## config.mk

```make
export PLATFORM = sky130hd
export DESIGN_NAME = fp_mul_pipe
export DESIGN_NICKNAME = d
export VERILOG_FILES = /design/src/rtl/fp_pkg.sv /design/src/rtl/fp_round.sv /design/src/rtl/fp_mul_pipe.sv
export SDC_FILE = /design/constraint.sdc
export NUM_CORES = 2
export LEC_CHECK = 0
export ABC_AREA = 1
export CAP_MARGIN = 40
export CORE_ASPECT_RATIO = 2
export CORE_MARGIN = 2
export CORE_UTILIZATION = 64
export CTS_CLUSTER_SIZE = 25
export DETAILED_ROUTE_END_ITERATION = 16
export GPL_ROUTABILITY_DRIVEN = 0
export PLACE_DENSITY = 0.82
export SKIP_LAST_GASP = 1
export SLEW_MARGIN = 20
export SYNTH_ARGS = -nofsm -noshare
export SYNTH_HDL_FRONTEND = slang
export SYNTH_HIERARCHICAL = 1
export SYNTH_SLANG_ARGS = --single-unit
```

## constraint.sdc

```tcl
create_clock -name clk -period 4.7 [get_ports clk]
set_clock_uncertainty 0.15 [all_clocks]
set_input_delay 0.94 -clock clk [delete_from_list [all_inputs] [get_ports clk]]
set_output_delay 0.94 -clock clk [all_outputs]
set_load 0.02 [all_outputs]
```

## src/rtl/fp_pkg.sv

```systemverilog
// rtl/fp_pkg.sv - shared types, flag indices and helpers for the pipelined FP multiplier
package fp_pkg;

  typedef enum logic [2:0] {
    RM_RNE = 3'd0,
    RM_RTZ = 3'd1,
    RM_RDN = 3'd2,
    RM_RUP = 3'd3,
    RM_RMM = 3'd4
  } rmode_e;

  typedef enum logic [1:0] {
    CLS_ZERO,
    CLS_NORM,
    CLS_INF,
    CLS_NAN
  } fclass_e;

  localparam int FLG_NX   = 0;
  localparam int FLG_UDRF = 1;
  localparam int FLG_OVRF = 2;
  localparam int FLG_NV   = 3;

  // Quiet NaN with positive sign and only the fraction MSB set.
  function automatic logic [63:0] canon_nan(input int exp_w, input int frc_w);
    logic [63:0] v;
    v = ((64'd1 << exp_w) - 64'd1) << frc_w;
    v = v | (64'd1 << (frc_w - 1));
    return v;
  endfunction

  function automatic fclass_e fclass(input logic exp_zero, input logic exp_ones,
                                     input logic frc_zero);
    if (exp_zero) return CLS_ZERO;
    if (exp_ones) return frc_zero ? CLS_INF : CLS_NAN;
    return CLS_NORM;
  endfunction

endpackage

```

## src/rtl/fp_round.sv

```systemverilog
// rtl/fp_round.sv - combinational rounding incrementer for a normalised fraction
module fp_round
  import fp_pkg::*;
#(
  parameter int FRC_W = 23
) (
  input  logic [FRC_W-1:0] frc_i,
  input  logic             g_i,
  input  logic             r_i,
  input  logic             s_i,
  input  logic             sign_i,
  input  logic [2:0]       mode_i,
  output logic [FRC_W-1:0] frc_o,
  output logic             carry_o,
  output logic             inexact_o
);

  logic inc;

  always_comb begin
    inexact_o = g_i | r_i | s_i;
    case (rmode_e'(mode_i))
      RM_RTZ:  inc = 1'b0;
      RM_RDN:  inc = sign_i & inexact_o;
      RM_RUP:  inc = !sign_i & inexact_o;
      RM_RMM:  inc = g_i;
      default: inc = g_i & (r_i | s_i | frc_i[0]);
    endcase
  end

  assign {carry_o, frc_o} = {1'b0, frc_i} + {{FRC_W{1'b0}}, inc};

endmodule

```

## src/rtl/fp_mul_pipe.sv

```systemverilog
// rtl/fp_mul_pipe.sv - 3-stage IEEE-754 multiplier with valid/ready, DAZ/FTZ and sticky flags
module fp_mul_pipe
  import fp_pkg::*;
#(
  parameter int EXP_W = 8,
  parameter int FRC_W = 23
) (
  input  logic                 clk,
  input  logic                 rst_n,
  input  logic                 in_valid,
  output logic                 in_ready,
  input  logic [EXP_W+FRC_W:0] fp_X,
  input  logic [EXP_W+FRC_W:0] fp_Y,
  input  logic [2:0]           r_mode,
  input  logic                 flush,
  output logic                 out_valid,
  input  logic                 out_ready,
  output logic [EXP_W+FRC_W:0] fp_Z,
  output logic                 ovrf,
  output logic                 udrf,
  output logic                 nv,
  output logic                 nx,
  output logic [3:0]           flags_sticky,
  input  logic                 clear_flags
);

  localparam int W  = 1 + EXP_W + FRC_W;
  localparam int PW = 2 * FRC_W + 2;
  localparam int EW = EXP_W + 2;
  localparam logic signed [EW-1:0] BIAS  = EW'((1 << (EXP_W - 1)) - 1);
  localparam logic signed [EW-1:0] EOVF  = EW'((1 << EXP_W) - 1);
  localparam logic signed [EW-1:0] EZERO = '0;
  localparam logic [63:0] NAN64 = canon_nan(EXP_W, FRC_W);

  logic v1_q, v2_q, v3_q, v1_d, v2_d, v3_d;
  logic load1, load2, load3;

  logic                 s1_sign_q, s1_sign_d;
  fclass_e              s1_cls_q, s1_cls_d;
  logic [2:0]           s1_mode_q, s1_mode_d;
  logic [PW-1:0]        s1_prod_q, s1_prod_d;
  logic signed [EW-1:0] s1_exp_q, s1_exp_d;

  logic                 s2_sign_q, s2_sign_d;
  fclass_e              s2_cls_q, s2_cls_d;
  logic [2:0]           s2_mode_q, s2_mode_d;
  logic [FRC_W-1:0]     s2_frc_q, s2_frc_d;
  logic                 s2_g_q, s2_g_d, s2_r_q, s2_r_d, s2_s_q, s2_s_d;
  logic signed [EW-1:0] s2_exp_q, s2_exp_d;
  logic [PW-2:0]        s2_shift;

  logic [W-1:0]         s3_z_q, s3_z_d;
  logic [3:0]           s3_flg_q, s3_flg_d;
  logic [3:0]           sticky_q, sticky_d;

  fclass_e              cx, cy;
  logic [FRC_W-1:0]     rnd_frc;
  logic                 rnd_carry, rnd_nx, ovf_max;
  logic signed [EW-1:0] e3;

  // A stage may load when empty or when its occupant moves on this cycle.
  assign load3    = !v3_q || out_ready;
  assign load2    = !v2_q || load3;
  assign load1    = !v1_q || load2;
  assign in_ready = load1;

  assign cx = fclass(fp_X[W-2:FRC_W] == '0, &fp_X[W-2:FRC_W], fp_X[FRC_W-1:0] == '0);
  assign cy = fclass(fp_Y[W-2:FRC_W] == '0, &fp_Y[W-2:FRC_W], fp_Y[FRC_W-1:0] == '0);

  always_comb begin
    s1_sign_d = s1_sign_q;
    s1_cls_d  = s1_cls_q;
    s1_mode_d = s1_mode_q;
    s1_prod_d = s1_prod_q;
    s1_exp_d  = s1_exp_q;
    if (load1 && in_valid) begin
      s1_sign_d = fp_X[W-1] ^ fp_Y[W-1];
      s1_mode_d = r_mode;
      s1_prod_d = PW'({1'b1, fp_X[FRC_W-1:0]}) * PW'({1'b1, fp_Y[FRC_W-1:0]});
      s1_exp_d  = $signed({2'b00, fp_X[W-2:FRC_W]}) + $signed({2'b00, fp_Y[W-2:FRC_W]}) - BIAS;
      if (cx == CLS_NAN || cy == CLS_NAN || (cx == CLS_INF && cy == CLS_ZERO) ||
          (cx == CLS_ZERO && cy == CLS_INF))
        s1_cls_d = CLS_NAN;
      else if (cx == CLS_INF || cy == CLS_INF)
        s1_cls_d = CLS_INF;
      else if (cx == CLS_ZERO || cy == CLS_ZERO)
        s1_cls_d = CLS_ZERO;
      else
        s1_cls_d = CLS_NORM;
    end
  end

  // Leading one lands on the dropped top bit; everything below the fraction is G, R, sticky.
  assign s2_shift = s1_prod_q[PW-1] ? s1_prod_q[PW-2:0] : {s1_prod_q[PW-3:0], 1'b0};

  always_comb begin
    s2_sign_d = s2_sign_q;
    s2_cls_d  = s2_cls_q;
    s2_mode_d = s2_mode_q;
    s2_frc_d  = s2_frc_q;
    s2_g_d    = s2_g_q;
    s2_r_d    = s2_r_q;
    s2_s_d    = s2_s_q;
    s2_exp_d  = s2_exp_q;
    if (load2 && v1_q) begin
      s2_sign_d = s1_sign_q;
      s2_cls_d  = s1_cls_q;
      s2_mode_d = s1_mode_q;
      s2_frc_d  = s2_shift[PW-2 -: FRC_W];
      s2_g_d    = s2_shift[FRC_W];
      s2_r_d    = s2_shift[FRC_W-1];
      s2_s_d    = |s2_shift[FRC_W-2:0];
      s2_exp_d  = s1_exp_q + $signed({{(EW-1){1'b0}}, s1_prod_q[PW-1]});
    end
  end

  fp_round #(.FRC_W(FRC_W)) u_round (
    .frc_i    (s2_frc_q),
    .g_i      (s2_g_q),
    .r_i      (s2_r_q),
    .s_i      (s2_s_q),
    .sign_i   (s2_sign_q),
    .mode_i   (s2_mode_q),
    .frc_o    (rnd_frc),
    .carry_o  (rnd_carry),
    .inexact_o(rnd_nx)
  );

  assign e3      = s2_exp_q + $signed({{(EW-1){1'b0}}, rnd_carry});
  assign ovf_max = (s2_mode_q == RM_RTZ) || (s2_mode_q == RM_RDN && !s2_sign_q) ||
                   (s2_mode_q == RM_RUP && s2_sign_q);

  always_comb begin
    s3_z_d   = s3_z_q;
    s3_flg_d = s3_flg_q;
    if (load3 && v2_q) begin
      s3_flg_d = '0;
      case (s2_cls_q)
        CLS_NAN: begin
          s3_z_d           = NAN64[W-1:0];
          s3_flg_d[FLG_NV] = 1'b1;
        end
        CLS_INF:  s3_z_d = {s2_sign_q, {EXP_W{1'b1}}, {FRC_W{1'b0}}};
        CLS_ZERO: s3_z_d = {s2_sign_q, {(W-1){1'b0}}};
        default: begin
          if (e3 >= EOVF) begin
            s3_z_d = ovf_max ? {s2_sign_q, {(EXP_W-1){1'b1}}, 1'b0, {FRC_W{1'b1}}}
                             : {s2_sign_q, {EXP_W{1'b1}}, {FRC_W{1'b0}}};
            s3_flg_d[FLG_OVRF] = 1'b1;
            s3_flg_d[FLG_NX]   = 1'b1;
          end else if (e3 <= EZERO) begin
            s3_z_d             = {s2_sign_q, {(W-1){1'b0}}};
            s3_flg_d[FLG_UDRF] = 1'b1;
            s3_flg_d[FLG_NX]   = 1'b1;
          end else begin
            s3_z_d           = {s2_sign_q, e3[EXP_W-1:0], rnd_frc};
            s3_flg_d[FLG_NX] = rnd_nx;
          end
        end
      endcase
    end
  end

  always_comb begin
    v1_d = load1 ? in_valid : v1_q;
    v2_d = load2 ? v1_q : v2_q;
    v3_d = load3 ? v2_q : v3_q;
    if (flush) begin
      v1_d = 1'b0;
      v2_d = 1'b0;
      v3_d = 1'b0;
    end
    // Clear drops the old value only; the beat leaving this cycle is still recorded.
    sticky_d = clear_flags ? 4'b0000 : sticky_q;
    if (v3_q && out_ready) sticky_d = sticky_d | s3_flg_q;
  end

  always_ff @(posedge clk or negedge rst_n) begin
    if (!rst_n) begin
      v1_q      <= 1'b0;
      v2_q      <= 1'b0;
      v3_q      <= 1'b0;
      s1_sign_q <= 1'b0;
      s1_cls_q  <= CLS_ZERO;
      s1_mode_q <= '0;
      s1_prod_q <= '0;
      s1_exp_q  <= '0;
      s2_sign_q <= 1'b0;
      s2_cls_q  <= CLS_ZERO;
      s2_mode_q <= '0;
      s2_frc_q  <= '0;
      s2_g_q    <= 1'b0;
      s2_r_q    <= 1'b0;
      s2_s_q    <= 1'b0;
      s2_exp_q  <= '0;
      s3_z_q    <= '0;
      s3_flg_q  <= '0;
      sticky_q  <= '0;
    end else begin
      v1_q      <= v1_d;
      v2_q      <= v2_d;
      v3_q      <= v3_d;
      s1_sign_q <= s1_sign_d;
      s1_cls_q  <= s1_cls_d;
      s1_mode_q <= s1_mode_d;
      s1_prod_q <= s1_prod_d;
      s1_exp_q  <= s1_exp_d;
      s2_sign_q <= s2_sign_d;
      s2_cls_q  <= s2_cls_d;
      s2_mode_q <= s2_mode_d;
      s2_frc_q  <= s2_frc_d;
      s2_g_q    <= s2_g_d;
      s2_r_q    <= s2_r_d;
      s2_s_q    <= s2_s_d;
      s2_exp_q  <= s2_exp_d;
      s3_z_q    <= s3_z_d;
      s3_flg_q  <= s3_flg_d;
      sticky_q  <= sticky_d;
    end
  end

  assign out_valid    = v3_q;
  assign fp_Z         = s3_z_q;
  assign nv           = s3_flg_q[FLG_NV];
  assign ovrf         = s3_flg_q[FLG_OVRF];
  assign udrf         = s3_flg_q[FLG_UDRF];
  assign nx           = s3_flg_q[FLG_NX];
  assign flags_sticky = sticky_q;

endmodule

```

==> results of run 1 <==
## cells in the mapped netlist (all sizes together), types with 2 or more instances
cell	n	area, sq um
o21bai	6	45.0
xor2	16	159
a21boi	4	30.0
o211ai	3	22.5
buf	19	114
xnor2	29	254
a21oi	77	385
nor3	12	65.1
a31oi	10	62.6
nor4	9	56.3
ha	195	2440
and2	2	12.5
nand2	1044	3960
inv	953	3580
dfrtp	149	3730
a21o	4	30.0
o22ai	9	56.3
o21ai	127	654
o21a	4	30.0
nor2	186	764
or2	13	81.3
fa	483	9670
and3	2	12.5
nand3b	11	82.6
nand3	133	681
nand4	27	181
clkbuf	121	454
## logic make-up after synthesis
group	Yosys count
xor+xnor	45
simple gates	1440
fa+ha+maj	678
buf+inv	1094
compound gates	250
flops	149
## timing repair
action | in CTS
gates resized for setup | 764
pin swaps | 274
setup endpoints to repair | 42
buffers inserted | 107
cloned | 16
## stage by stage
stage	utilization [%]	hold slack, ns	std cells
floorplan	-	0.292	3656
detailed placement	76.3	0.311	4493
global placement	76.1	0.309	4491
CTS	85.1	0.321	4644
## metal layers
metal | GRT usage (%) | overflow
met5 | 31.0 | 2
met4 | 81.5 | 253
met3 | 63.7 | 11
met2 | 92.4 | 368
met1 | 73.4 | 3
==> impl_metrics.tcl, run 1 <==
set metrics [dict create \
    initial_core_util_pct 65.0 \
    grt_max_degree 98 \
    yosys_most_used_dff "dfrtp_1" \
    postSynthNetCount 4407 \
    synthXorXnorAreaFrac_pct 1.49 \
    ys_types 53 \
    root_buffer "clkbuf_16" \
    clk_path_buf_depth 2 \
    synth-simple-area-share_pct 21.3 \
    grtUsageTotal_pct 77.0 \
    failed_stage "5_1_grt" \
    io_pins 115 \
    io_buffer_count 114 \
    grt_pass1_wl_mm 261 \
    syn_avg_cell_area_sq_um 7.57 \
    synth_top_family_by_area "adder cells" \
    synth_edf_count 0 \
    hpwl_mm 70.7 \
    run_status "aborted with a tool error" \
    h-tree-depth 4 \
    cts_sinks 149 \
    ctsHoldBuffers 0 \
    synth_fa_ha_area_share_pct 43.8 \
    chipHeight_microns 298 \
    grt_pass1_vias 38200 \
    syn_inst 3656 \
    post-place-ws_ns -2.72 \
    ys_seq_elements 149 \
    num_rows 107 \
    syn_area_sq_um 27700 \
    seq_area_frac_synth_pct 13.5 \
    async_flop_share_pct 100 \
    synth.area.mux_share_pct 0 \
    overflow 637 \
    yosysWarnings 6 \
    first-error "[ERROR GRT-0116] Global routing finished with congestion. Check the congestion regions in the DRC Viewer." \
    placed_cell_area_sq_um 32500 \
    cts_made_buffers 17 \
    die_x_microns 151 \
    synth_compound_area_share_pct 4.94 \
]
==> run 2: changes to the inputs <==
--- a/config.mk
+++ b/config.mk
@@ -7,13 +7,11 @@
 export LEC_CHECK = 0
 export ABC_AREA = 1
 export CAP_MARGIN = 40
-export CORE_ASPECT_RATIO = 2
 export CORE_MARGIN = 2
-export CORE_UTILIZATION = 64
-export CTS_CLUSTER_SIZE = 25
+export CORE_UTILIZATION = 40
 export DETAILED_ROUTE_END_ITERATION = 16
 export GPL_ROUTABILITY_DRIVEN = 0
-export PLACE_DENSITY = 0.82
+export PLACE_DENSITY_LB_ADDON = 0.15
 export SKIP_LAST_GASP = 1
 export SLEW_MARGIN = 20
 export SYNTH_ARGS = -nofsm -noshare
==> impl_metrics.tcl, run 2 <==
set metrics [dict create \
    firstDrtPassIters 5 \
    yosysMostFrequentCell "nand2_1" \
    crit_top_cell "fa_1" \
    hold_class "in2async" \
    hpwl_mm 66.3 \
    postSynthNetCount 4407 \
    crit_required_ns 4.87 \
    cpPeakStageDelay_ns 0.56 \
    ctsHoldBuffers 0 \
    io_buffer_count 114 \
    violations "negative setup slack" \
    ant_nets 0 \
    wl_per_cell_microns 17.3 \
    finalSetupViolCount 41 \
    ys_top_cells_by_count "1033 x nand2_1, 949 x inv_1, 483 x fa_1" \
    clk_latency_ns 0.43 \
    r2r_end "fp_Z[23]$_DFFE_PN0P_" \
    die_area_sq_um 71300 \
    drt-initial-drc-count 1646 \
    viasPerCell 4.82 \
    layout_common_cells "925 x nand2_1, 868 x inv_1, 441 x fa_1" \
    yosysTopAreaCell "fa_1" \
    synth_edf_count 0 \
    worst-path-max-fanout 5 \
    seq_area_frac_synth_pct 13.5 \
    drive_gt1_share_pct 25.0 \
    chipHeight_microns 267 \
    period_share_pct 140 \
    cts_made_buffers 17 \
    syn_avg_cell_area_sq_um 7.57 \
    ys_types 53 \
    yosys_most_used_dff "dfrtp_1" \
    antenna_cells 0 \
    path_clk_slew_ns 0.07 \
    synth_area_leaders "fa_1 35%, nand2_1 14%, dfrtp_1 13%, inv_1 13%, ha_1 8.8%" \
    cts_sinks 149 \
    arrival_ns 6.72 \
    syn_inst 3656 \
    crit_family "adder cells" \
    cts_tree "done" \
    endpoint_kind "flip-flop" \
    yosysWarnings 6 \
    drc 0 \
    grt_pass1_wl_mm 140 \
    synth_top_area_share_pct 34.9 \
    overflow 0 \
    num_rows 96 \
    coreArea_sq_um 68600 \
    syn_area_sq_um 27700 \
    reg2reg_depth 27 \
    cp-start-kind "input pin" \
    max_freq_ghz 0.153 \
    h-tree-depth 4 \
    grtUsageTotal_pct 25.7 \
    initial_core_util_pct 40.3 \
    multi_input_area_sq_um 22000 \
    grt_setup_unrepaired "yes" \
    antenna_found_initial 1 \
    grt_max_degree 69 \
    r2r-start "s2_mode_q[0]$_DFFE_PN0P_" \
    cp_num_buf_inv 9 \
    die_x_microns 267 \
    drv_cap 0 \
    fin_ws_ns -1.86 \
    ff_latch_area_sq_um 3730 \
    critPathSlowestCell "fa_1" \
    period_minus_slack_ns 6.56 \
    worst_pin_slew_ns 0.774 \
    slew_headroom_pct 48.2 \
    clk_path_buf_depth 2 \
    hold_violations 0 \
    finalWirelength_mm 88.0 \
    grt_pass1_vias 25500 \
    io_pins 115 \
    worstSetupPathType "in2reg" \
    slew_violations 0 \
    largest_reg_flops 48 \
    run_status "complete, but fails checks" \
    num-nets-final 4886 \
    final_common_cell "nand2_1" \
    post-place-ws_ns -2.83 \
    rrSetupSlack_ns 0.70 \
    num-fill-cells 6362 \
    vias 24500 \
    async_flop_share_pct 100 \
    ys_seq_elements 149 \
    top_register "s1_prod_q" \
    root_buffer "clkbuf_16" \
    syn_to_final_growth_pct 35.9 \
]
[run 2: cell type report]
cell class | instances | area share (%)
Multi-Input combinational cell | 2413 | 58.5
Timing Repair Buffer | 600 | 17.5
Sequential cell | 149 | 9.92
Inverter | 954 | 9.53
Tap cell | 931 | 3.10
Clock buffer | 19 | 1.18
Clock inverter | 12 | 0.346
[run 2: stage by stage]
stage | utilization [%] | instance area (sq um) | TNS (ns) | std cells | hold WS [ns]
floorplan | - | 28600 | -55.44 | 3656 | 0.292
detailed placement | 48.4 | 33200 | -101.35 | 4897 | 0.315
CTS | 53.4 | 36600 | -64.36 | 5051 | 0.274
finish | 54.8 | 37600 | -62.77 | 5078 | 0.270
global route | 54.8 | 37600 | -70.05 | 5078 | 0.287
global placement | 48.3 | 33200 | -99.87 | 4896 | 0.309
[run 2: worst register-to-register path: cells and delay by family (launching register included)]
kind / cells / cell delay [ns]
buffers and inverters: 1 / 0.07
and+or+nand+nor: 21 / 2.35
AOI/OAI and AO/OA: 2 / 0.13
DFF: 1 / 0.43
adders and majority gates: 3 / 0.72
[run 2: worst max path at each step]
stage	to	start	cells past startpoint
floorplan	s1_prod_q[27]$_DFFE_PN0P_	fp_Y[12]	23
global placement	s1_prod_q[25]$_DFFE_PN0P_	fp_X[12]	26
detailed placement	s1_prod_q[25]$_DFFE_PN0P_	fp_X[12]	26
CTS	s1_prod_q[25]$_DFFE_PN0P_	fp_X[15]	29
global route	s1_prod_q[30]$_DFFE_PN0P_	fp_Y[12]	26
finish	s1_prod_q[30]$_DFFE_PN0P_	fp_Y[12]	26
[run 2: metal layers]
layer	part of all wire (%)	track usage, %	vias to the layer above	routed length [microns]
met5	0	0	-	0
met4	3.6	7.80	0	3130
met3	6.1	3.54	154	5320
met2	47	43.3	663	41700
met1	43	34.3	12000	37800
li1	-	-	11600	-
[run 2: cell families (layout without fill, tap and decap cells)]
group           Yosys count  count (layout)  synth area share, %
simple gates           1440            1440                 21.3
flops                   149             149                 13.5
buf+inv                1094            1585                 15.0
fa+ha+maj               678             678                 43.8
compound gates          250             250                 4.94
xor+xnor                 45              45                 1.49
[run 2: what timing repair did]
| action | in CTS | in global routing |
|---|---|---|
| endpoints found under the setup margin | 42 | 47 |
| gates resized for setup | 570 | 242 |
| pin swaps | 195 | 154 |
| setup buffers | 94 | 38 |
| gates cloned | 32 | 0 |
Power of run 2 is not shown: default switching activity piles up to over one toggle a cycle in this logic, so the estimate is an artifact.
